**src/rtl/operand_fetch.sv**
```systemverilog
// Operand-fetch stage: 32x32 register file read, R-type decode and valid/ready
// output register with writeback bypass and refresh of stalled operands.
module operand_fetch #(
    parameter int unsigned NREGS    = 32,
    parameter logic [5:0]  R_OPCODE = 6'b000000
) (
    input  logic        clk,
    input  logic        rst,
    input  logic [31:0] instr,
    input  logic        in_valid,
    output logic        in_ready,
    input  logic        wb_en,
    input  logic [4:0]  wb_addr,
    input  logic [31:0] wb_data,
    output logic [31:0] op_a,
    output logic [31:0] op_b,
    output logic [4:0]  control_ALUop,
    output logic        illegal,
    output logic        out_valid,
    input  logic        out_ready
);

    localparam int unsigned AW = 5;
    localparam int unsigned DW = 32;
    localparam logic [AW-1:0] FN_SLL = 5'b10001;
    localparam logic [AW-1:0] FN_SRL = 5'b10010;
    localparam logic [AW-1:0] FN_SRA = 5'b10101;

    logic [DW-1:0] regs [NREGS];

    logic [AW-1:0] rs_c;
    logic [AW-1:0] rt_c;
    logic [AW-1:0] funct_c;
    logic          legal_c;
    logic          imm_c;
    logic          wb_live_c;
    logic [DW-1:0] rd_rs_c;
    logic [DW-1:0] rd_rt_c;
    logic          accept_c;
    logic          stall_c;

    logic [AW-1:0] lat_rs;
    logic [AW-1:0] lat_rt;
    logic          lat_imm;

    assign in_ready = !out_valid || out_ready;

    // Decode and bypassed register reads for the instruction on the input
    always_comb begin
        rs_c      = instr[25:21];
        rt_c      = instr[20:16];
        funct_c   = instr[4:0];
        legal_c   = (instr[31:26] == R_OPCODE);
        imm_c     = (funct_c == FN_SLL) || (funct_c == FN_SRL) || (funct_c == FN_SRA);
        wb_live_c = wb_en && (wb_addr != '0);
        accept_c  = in_valid && in_ready;
        stall_c   = out_valid && !out_ready;
        rd_rs_c   = '0;
        rd_rt_c   = '0;
        if (rs_c != '0) begin
            rd_rs_c = (wb_live_c && wb_addr == rs_c) ? wb_data : regs[rs_c];
        end
        if (rt_c != '0) begin
            rd_rt_c = (wb_live_c && wb_addr == rt_c) ? wb_data : regs[rt_c];
        end
    end

    // Register file; r0 is never written so it always reads as zero
    always_ff @(posedge clk or negedge rst) begin
        if (!rst) begin
            for (int unsigned i = 0; i < NREGS; i++) begin
                regs[i] <= '0;
            end
        end else if (wb_live_c) begin
            regs[wb_addr] <= wb_data;
        end
    end

    // Pipeline register; refresh keeps stalled operands coherent with writeback
    always_ff @(posedge clk or negedge rst) begin
        if (!rst) begin
            out_valid     <= 1'b0;
            op_a          <= '0;
            op_b          <= '0;
            control_ALUop <= '0;
            illegal       <= 1'b0;
            lat_rs        <= '0;
            lat_rt        <= '0;
            lat_imm       <= 1'b0;
        end else if (accept_c) begin
            out_valid <= 1'b1;
            if (legal_c) begin
                op_a          <= rd_rs_c;
                op_b          <= imm_c ? instr : rd_rt_c;
                control_ALUop <= funct_c;
                illegal       <= 1'b0;
                lat_rs        <= rs_c;
                lat_rt        <= rt_c;
                lat_imm       <= imm_c;
            end else begin
                op_a          <= '0;
                op_b          <= '0;
                control_ALUop <= '0;
                illegal       <= 1'b1;
                lat_rs        <= '0;
                lat_rt        <= '0;
                lat_imm       <= 1'b0;
            end
        end else if (out_valid && out_ready) begin
            out_valid <= 1'b0;
        end else if (stall_c && !illegal && wb_live_c) begin
            if (wb_addr == lat_rs) begin
                op_a <= wb_data;
            end
            if (!lat_imm && wb_addr == lat_rt) begin
                op_b <= wb_data;
            end
        end
    end

endmodule

```
**config.mk**
```make
export PLATFORM = sky130hd
export DESIGN_NAME = operand_fetch
export DESIGN_NICKNAME = d
export VERILOG_FILES = /design/src/rtl/operand_fetch.sv
export SDC_FILE = /design/constraint.sdc
export NUM_CORES = 2
export LEC_CHECK = 0
export BUFFER_PORTS_ARGS = -buffer_cell sky130_fd_sc_hd__buf_4
export CORE_MARGIN = 2
export CORE_UTILIZATION = 65
export DETAILED_ROUTE_END_ITERATION = 6
export PLACE_DENSITY = 0.93
export SLEW_MARGIN = 20
export SYNTH_ARGS = -nofsm -noshare
export SYNTH_HDL_FRONTEND = slang
export SYNTH_SLANG_ARGS = --single-unit
```
**constraint.sdc**
```tcl
create_clock -name clk -period 5.6 [get_ports clk]
set_input_delay 0.28 -clock clk [delete_from_list [all_inputs] [get_ports clk]]
set_output_delay 0.28 -clock clk [all_outputs]
set_load 0.05 [all_outputs]
```
==> flow_metrics.env <==
export IMPL_met3_usage_pct=20.37
export IMPL_cp_buffers_inverters=1
export IMPL_regToRegStartpoint="out_valid"
export IMPL_clockBufferDepth=3
export IMPL_synthMuxAreaShare_pct=40.47
export IMPL_finalWorstSetupSlack_ps=2116
export IMPL_p_leak_nw=27.18
export IMPL_synth_compound_area_share_pct=4.332
export IMPL_rows=109
export IMPL_max_cap_violations=0
export IMPL_cts_sinks=1106
export IMPL_core_area_sq_mm=0.08810
export IMPL_synth_top_family_by_area="multiplexers"
export IMPL_hold_viol=0
export IMPL_yosys_area_share_simple_pct=3.462
export IMPL_path_clk_slew_ps=60
export IMPL_rsz0062_at_grt="no"
export IMPL_end_kind="flip-flop"
export IMPL_vdd_drop_max_mv=0.3579
export IMPL_async_flop_share_pct=100.0
export IMPL_grt_start_max_net_pins=182
export IMPL_reg2reg_to="op_b[6]"
export IMPL_cp_depth=7
export IMPL_numCtsBuffers=108
export IMPL_period_needed_ps=3484
export IMPL_synth_seq_cells=1106
export IMPL_antenna_found_initial=15
export IMPL_drc=45
export IMPL_cp_required_ps=6210
export IMPL_min_to="regs[535]"
export IMPL_crit_fanout=33
export IMPL_ys_warn_count=0
export IMPL_slowest_delay_ps=1010
export IMPL_crit_arrival_ps=4090
export IMPL_crit_type="reg -> reg"
export IMPL_dieArea_sq_mm=0.09113
export IMPL_drv_slew=0
export IMPL_final_common_cell="dfrtp_1"
export IMPL_min_path_cells=2
export IMPL_syn_inst=3943
export IMPL_fp_dieH_um=301.9
export IMPL_clk_latency_ps=710
export IMPL_reg2regPathDepth=7
export IMPL_synthesis_area_sq_mm=0.05768
export IMPL_synth_fa_ha_area_share_pct=0
export IMPL_holdCritPathClass="in -> reg"
export IMPL_fp_dieW_um=301.9
export IMPL_first_pass_iters=7
export IMPL_final_area_sq_mm=0.06342
export IMPL_fill_cells=4895
export IMPL_grt_pass1_vias=42680
export IMPL_busiest_layer="met2"
export IMPL_wl_per_cell_um=36.55
export IMPL_grt_pass1_wl_mm=278.0
export IMPL_status="complete, but fails checks"
export IMPL_io_buffers=145
export IMPL_power_density_mw_per_mm2=365.3
export IMPL_place_hpwl_mm=106.3
export IMPL_fin_crit_sh_pct=62.21
export IMPL_start_util_pct=65.47
export IMPL_root_buffer="clkbuf_16"
export IMPL_layout_common_cells="dfrtp_1, mux2_2, mux4_2"
export IMPL_routed_wl_mm=187.9
export IMPL_synthToLayoutAreaGrowth_pct=9.959
export IMPL_ys_seq_area_share_pct=47.99
export IMPL_violations="design-rule violations"
export IMPL_drt_iter0_drc=7034
export IMPL_synth_edff_count=0
export IMPL_crit_slowest_cell="nor3_1"
export IMPL_cp_top_family="simple AND/OR/NAND/NOR gates"
export IMPL_ys_flop_type="dfrtp_1"
export IMPL_antenna_left=0
export IMPL_ys_types=62
export IMPL_max_freq_mhz=287.0
export IMPL_clock_skew_ps=27.77
export IMPL_ctsHtreeMaxLevel=3
export IMPL_use_met1_pct=53.06
export IMPL_power_total_mw=23.16
export IMPL_reg2reg_slack_ps=2120
export IMPL_grt_overflow=0
export IMPL_syn_num_nets=4017
export IMPL_synthXorXnorAreaFrac_pct=0.3037
export IMPL_nNetsFinal=3942
export IMPL_cts_tree="done"
export IMPL_design_portCount=146
export IMPL_met2_usage_pct=58.67
export IMPL_grt_total_usage_pct=42.12
export IMPL_worst_slew_pin_slew_ps=1220
export IMPL_min_delay_start="wb_data[23]"
export IMPL_place_ws_ps=2185
export IMPL_path_cells="nand2b_1 > and2_1 > buf_4 > nand3_1 > nor3_1 > o21ai_0 > o22ai_1"
export IMPL_vias=41380
export IMPL_max_slew_margin_pct=18.49
export IMPL_avgSynthCellArea_sq_um=14.63
export IMPL_fin_setup_tns_ps=0
export IMPL_dpl_cell_area_sq_mm=0.05934
export IMPL_vias_per_cell=8.051
export IMPL_gp_congestion=0.9612
export IMPL_setup_viol=0
export IMPL_final_layout_size_suffix_gt1_share_pct=49.97
export IMPL_start_kind="flip-flop"
report_power, final:
part / switching, mW / internal (mW)
Combinational: 2.04 / 2.65
Sequential: 1.23 / 9.44
Clock: 3.30 / 4.50
Total: 6.57 / 16.6
how the worst max path moves through the flow:
stage / startpoint / to / slack (ps)
floorplan: out_valid / op_b[10] / 3070
global placement: instr[16] / op_b[14] / 2320
detailed placement: instr[22] / op_a[12] / 2190
CTS: out_valid / op_b[27] / 2550
global route: out_valid / op_b[27] / 2230
finish: out_valid / op_b[6] / 2120
cells in the mapped netlist, types with 5 or more instances:
| library cell | count | area (sq um) |
|---|---|---|
| o211ai_1 | 14 | 105.1 |
| o22ai_1 | 136 | 850.8 |
| buf_4 | 32 | 240.2 |
| nand3_1 | 36 | 180.2 |
| clkbuf_1 | 224 | 840.8 |
| nand4_1 | 14 | 87.58 |
| o2111ai_1 | 5 | 43.79 |
| inv_1 | 6 | 22.52 |
| buf_2 | 117 | 585.6 |
| a22oi_1 | 34 | 255.2 |
| nand3b_1 | 6 | 45.04 |
| nor2b_1 | 6 | 37.54 |
| a211oi_1 | 5 | 37.54 |
| a221oi_1 | 12 | 105.1 |
| mux4_2 | 520 | 11710 |
| a21oi_1 | 55 | 275.3 |
| nor3b_1 | 5 | 37.54 |
| and3_1 | 5 | 31.28 |
| xor2_1 | 17 | 148.9 |
| o21ai_0 | 40 | 200.2 |
| buf_6 | 6 | 67.56 |
| nor4_1 | 27 | 168.9 |
| nand2_1 | 208 | 780.8 |
| o221ai_1 | 8 | 70.07 |
| nor2_1 | 106 | 397.9 |
| buf_1 | 56 | 210.2 |
| mux2_2 | 985 | 11090 |
| a32oi_1 | 30 | 262.8 |
| a31oi_1 | 8 | 50.05 |
| mux2i_1 | 54 | 540.5 |
| dfrtp_1 | 1106 | 27680 |
area by class of cell:
| class | instances | area [sq um] | area share, % |
|---|---|---|---|
| antenna | 15 | 37.54 | 0.05919 |
| clock buffer | 153 | 3134 | 4.942 |
| clock inverter | 49 | 636.9 | 1.004 |
| inverter | 7 | 28.78 | 0.04538 |
| multi-input combinational | 2394 | 28230 | 44.51 |
| sequential | 1106 | 27680 | 43.64 |
| tap | 1165 | 1458 | 2.298 |
| timing repair buffer | 251 | 2218 | 3.498 |
per-stage QoR:
| step | util [%] | cells | hold slack [ps] |
|---|---|---|---|
| floorplan | - | 3943 | -15.59 |
| global placement | 67.35 | 4901 | 376.3 |
| CTS | 71.84 | 5121 | 21.33 |
| finish | 71.99 | 5140 | 29.15 |
| global route | 71.95 | 5129 | 43.80 |
| detailed placement | 67.35 | 4901 | 382.6 |
logic make-up after synthesis:
kind of cell	count (synthesis)
AND/OR/NAND/NOR	443
buffers and inverters	443
XOR/XNOR	20
multiplexers	1559
AO/OA/AOI/OAI	372
flip-flops	1106
routing by layer:
metal	up-vias	wire length [um]
met5	-	387
met4	18	14650
met3	1211	30160
met1	21140	61720
met2	3977	80940
li1	15040	-
sequential cells by signal (all words and copies together) (netlist names):
register       flops
op_b              32
illegal            1
lat_rs             5
lat_rt             5
control_ALUop      5
lat_imm            1
out_valid          1
regs            1024
op_a              32
worst register-to-register path, stage by stage, from the launching register on:
cell	delay [ps]
dfrtp_1	390
nand2b_1	340
and2_1	190
buf_4	470
nand3_1	470
nor3_1	1020
o21ai_0	310
o22ai_1	200
what timing repair did:
action	4_1_cts	5_1_grt
endpoints found under the hold margin	115	0
resized for setup	0	0
hold buffers	18	0
buffers inserted	0	0
(Power assumes the default switching activity.)
